File: src/rtl/full_subtractor.sv
// Single-bit full subtractor with registered diff/borrow and an internal borrow
// register that can replace bin for LSB-first bit-serial subtraction.
module full_subtractor (
  input  logic clk,
  input  logic rst,
  input  logic a,
  input  logic b,
  input  logic bin,
  input  logic in_valid,
  input  logic chain,
  output logic diff,
  output logic borrow,
  output logic out_valid
);

  // Returns {borrow, diff} for x - y - z.
  function automatic logic [1:0] sub_bit(input logic x, input logic y, input logic z);
    logic d_s;
    logic bo_s;
    d_s  = x ^ y ^ z;
    bo_s = (~x & y) | (~x & z) | (y & z);
    return {bo_s, d_s};
  endfunction

  logic eb_s;
  logic diff_next_s;
  logic borrow_next_s;
  logic diff_r;
  logic borrow_r;
  logic valid_r;

  // Effective borrow-in selection and next-result arithmetic.
  always_comb begin
    eb_s = 1'b0;
    if (chain) begin
      eb_s = borrow_r;
    end else begin
      eb_s = bin;
    end
    {borrow_next_s, diff_next_s} = sub_bit(a, b, eb_s);
  end

  // Result registers; borrow_r doubles as the stored borrow for chaining.
  always_ff @(posedge clk) begin
    if (rst) begin
      diff_r   <= 1'b0;
      borrow_r <= 1'b0;
      valid_r  <= 1'b0;
    end else if (in_valid) begin
      diff_r   <= diff_next_s;
      borrow_r <= borrow_next_s;
      valid_r  <= 1'b1;
    end else begin
      valid_r  <= 1'b0;
    end
  end

  assign diff      = diff_r;
  assign borrow    = borrow_r;
  assign out_valid = valid_r;

endmodule

File: config.mk
export PLATFORM = sky130hd
export DESIGN_NAME = full_subtractor
export DESIGN_NICKNAME = d
export VERILOG_FILES = /design/src/rtl/full_subtractor.sv
export SDC_FILE = /design/constraint.sdc
export NUM_CORES = 1
export LEC_CHECK = 0
export BUFFER_PORTS_ARGS = -buffer_cell sky130_fd_sc_hd__buf_2
export CAP_MARGIN = 40
export CORE_AREA = 3 3 40 42
export DETAILED_ROUTE_END_ITERATION = 8
export DIE_AREA = 0 0 43 45
export MAX_ROUTING_LAYER = met4
export PLACE_DENSITY = 0.3
export SYNTH_ARGS = -nofsm -noshare
export SYNTH_HDL_FRONTEND = slang
export SYNTH_SLANG_ARGS = --single-unit
File: constraint.sdc
create_clock -name clk -period 4 [get_ports clk]
set_input_delay 1.2 -clock clk [delete_from_list [all_inputs] [get_ports clk]]
set_output_delay 1.2 -clock clk [all_outputs]
set_load 0.005 [all_outputs]
==> flow_metrics.env <==
export IMPL_status="finished clean"
export IMPL_final_common_cell="buf_2"
export IMPL_wire_per_inst_um=7.62
export IMPL_hold_violations=0
export IMPL_fin_tns_setup_ns=0
export IMPL_postCtsHoldBufs=0
export IMPL_crit_chain="buf_2 > mux2_1 > fa_1 > a211oi_1"
export IMPL_routed_wl_um=297
export IMPL_port_buffers=9
export IMPL_grt_pass1_vias=118
export IMPL_worst_ep_required_time_ns=4.14
export IMPL_syn_area_per_cell_sq_um=11.5
export IMPL_crit_end="diff"
export IMPL_critPathMaxFanout=1
export IMPL_post_cts_resized=0
export IMPL_vdd_drop_max_mv=0.0603
export IMPL_hold_ws_ns=0.475
export IMPL_vias=119
export IMPL_post_cts_buffers=0
export IMPL_hold_path_class="reg -> reg"
export IMPL_r2r_cells=3
export IMPL_critPathCaptureType="register"
export IMPL_die_area_sq_um=1940
export IMPL_synth_area_sq_um=126
export IMPL_slowest_delay_ns=0.43
export IMPL_start_kind="input pin"
export IMPL_cts_root_buf="clkbuf_4"
export IMPL_period_share_pct=53.4
export IMPL_cts_buffers=3
export IMPL_grt_max_degree=5
export IMPL_rsz0062_at_grt="false"
export IMPL_p_per_area_nw_per_um2=446
export IMPL_drc=0
export IMPL_multi_input_area_sq_um=62.6
export IMPL_power_leakage_nw=0.109
export IMPL_numClockSinks=3
export IMPL_drt_first_pass_iters=1
export IMPL_gp_routability_congestion=0.630
export IMPL_final_setup_viol_count=0
export IMPL_path_class="in -> reg"
export IMPL_synth_seq_cells=3
export IMPL_cap_violations=0
export IMPL_syn2layout_area_growth_pct=71.3
export IMPL_n_antenna_cell=0
export IMPL_start_util_pct=9.83
export IMPL_synth_distinct_cells=8
export IMPL_cp_slowest_cell="fa_1"
export IMPL_synth_yosys_seq_area_share_pct=47.5
export IMPL_clockBufferDepth=2
export IMPL_worst_slew_pin_slew_ns=0.165
export IMPL_critical_path_startpoint="chain"
export IMPL_critical_path_arrival_ns=2.28
export IMPL_syn_num_nets=19
export IMPL_core_rowCount=13
export IMPL_r2r_setup_slack_ns=2.64
export IMPL_vias_per_cell=3.05
export IMPL_seq_area_sq_um=60.1
export IMPL_rr_endpoint="diff"
export IMPL_grt_pass1_wl_um=538
export IMPL_r2r_start="borrow"
export IMPL_coreArea_sq_um=1280
export IMPL_post_route_min_period_ns=2.13
export IMPL_nNetsFinal=33
export IMPL_finish_utilization_pct=16.8
export IMPL_final_layout_size_suffix_gt1_share_pct=50.0
export IMPL_grt_remaining_overflow=0
export IMPL_die_y_um=45
export IMPL_report_final_slew_viol_count=0
export IMPL_first_iter_violations=0
export IMPL_ctsHtreeMaxLevel=1
export IMPL_slew_headroom_pct=88.9
export IMPL_grtUsageTotal_pct=5.06
export IMPL_layout_common_cells="buf_2 (9), dfxtp_1 (3), clkbuf_4 (3)"
export IMPL_yosys_warnings=0
export IMPL_die_w_um=43
export IMPL_antenna_left=0
export IMPL_antenna_found_initial=0
export IMPL_boundaryPins=10
export IMPL_fill_cells=146
export IMPL_cts_tree="done"
export IMPL_clk_pin_slew_worst_paths_ns=0.03
export IMPL_clock_latency_ns=0.23
export IMPL_fmax_mhz=469
export IMPL_synthCells=11
export IMPL_skew_ns=0.00147
==> critical path: cells and delay by family <==
family                     cells  cell delay [ns]
adders and majority gates      1             0.43
AOI/OAI and AO/OA              1             0.22
buffers and inverters          1             0.10
muxes                          1             0.32
==> where the power goes <==
group	internal (W)	total, W	switching, W
clock network	0.0000373	0.0000521	0.0000147
registers	0.0000323	0.0000333	0.000000987
logic	0.00000641	0.0000113	0.00000489
total	0.0000760	0.0000966	0.0000206
==> state kept, by name, indices dropped and copies added, names as in the netlist <==
name and count:
out_valid 1, borrow 1, diff 1
==> stage by stage <==
step	power [W]	instances	instance area (sq um)	worst slack, ns
2_1_floorplan	0.0000386	11	126	1.78
3_3_place_gp	0.0000451	35	190	1.65
3_5_place_dp	0.0000453	35	190	1.62
4_1_cts	0.000100	39	216	1.86
5_1_grt	0.000108	39	216	1.85
6_report	0.0000966	39	216	1.87
==> area by class of cell <==
cell class,count,area share (%)
clock buffers,4,12.1
multi-input cells,7,28.9
inverters,1,1.73
flip-flops and latches,3,27.7
well taps,15,8.67
repair buffers,9,20.8
==> synth_stat cells <==
cell type,n,area (sq um)
fa_1,1,20.0
a211oi_1,1,7.51
mux2i_1,1,10.0
mux2_1,1,11.3
inv_1,1,3.75
dfxtp_1,3,60.1
nor2_1,2,7.51
nor2b_1,1,6.26
==> routing by layer <==
metal	up-vias	routed length [um]	global-route usage [%]	share of wire (%)
met5	-	0	-	0
met4	0	0	7.23	0
met3	0	40	5.98	13
met2	5	137	4.79	46
met1	51	120	3.86	40
li1	63	-	-	-
==> cells by family after synthesis <==
family | synth area share [%]
AND/OR/NAND/NOR | 10.9
multiplexers | 16.8
buffers and inverters | 2.97
adder cells (fa/ha/maj) | 15.8
AO/OA/AOI/OAI | 5.94
flip-flops | 47.5
==> worst min path at each step <==
stage | start | to | slack [ns] | cells past startpoint
2_1_floorplan | diff | diff | 0.47 | 2
3_3_place_gp | diff | diff | 0.47 | 2
3_5_place_dp | diff | diff | 0.48 | 2
4_1_cts | diff | diff | 0.48 | 2
5_1_grt | diff | diff | 0.51 | 2
6_report | diff | diff | 0.48 | 2
(Power assumes the default switching activity.)
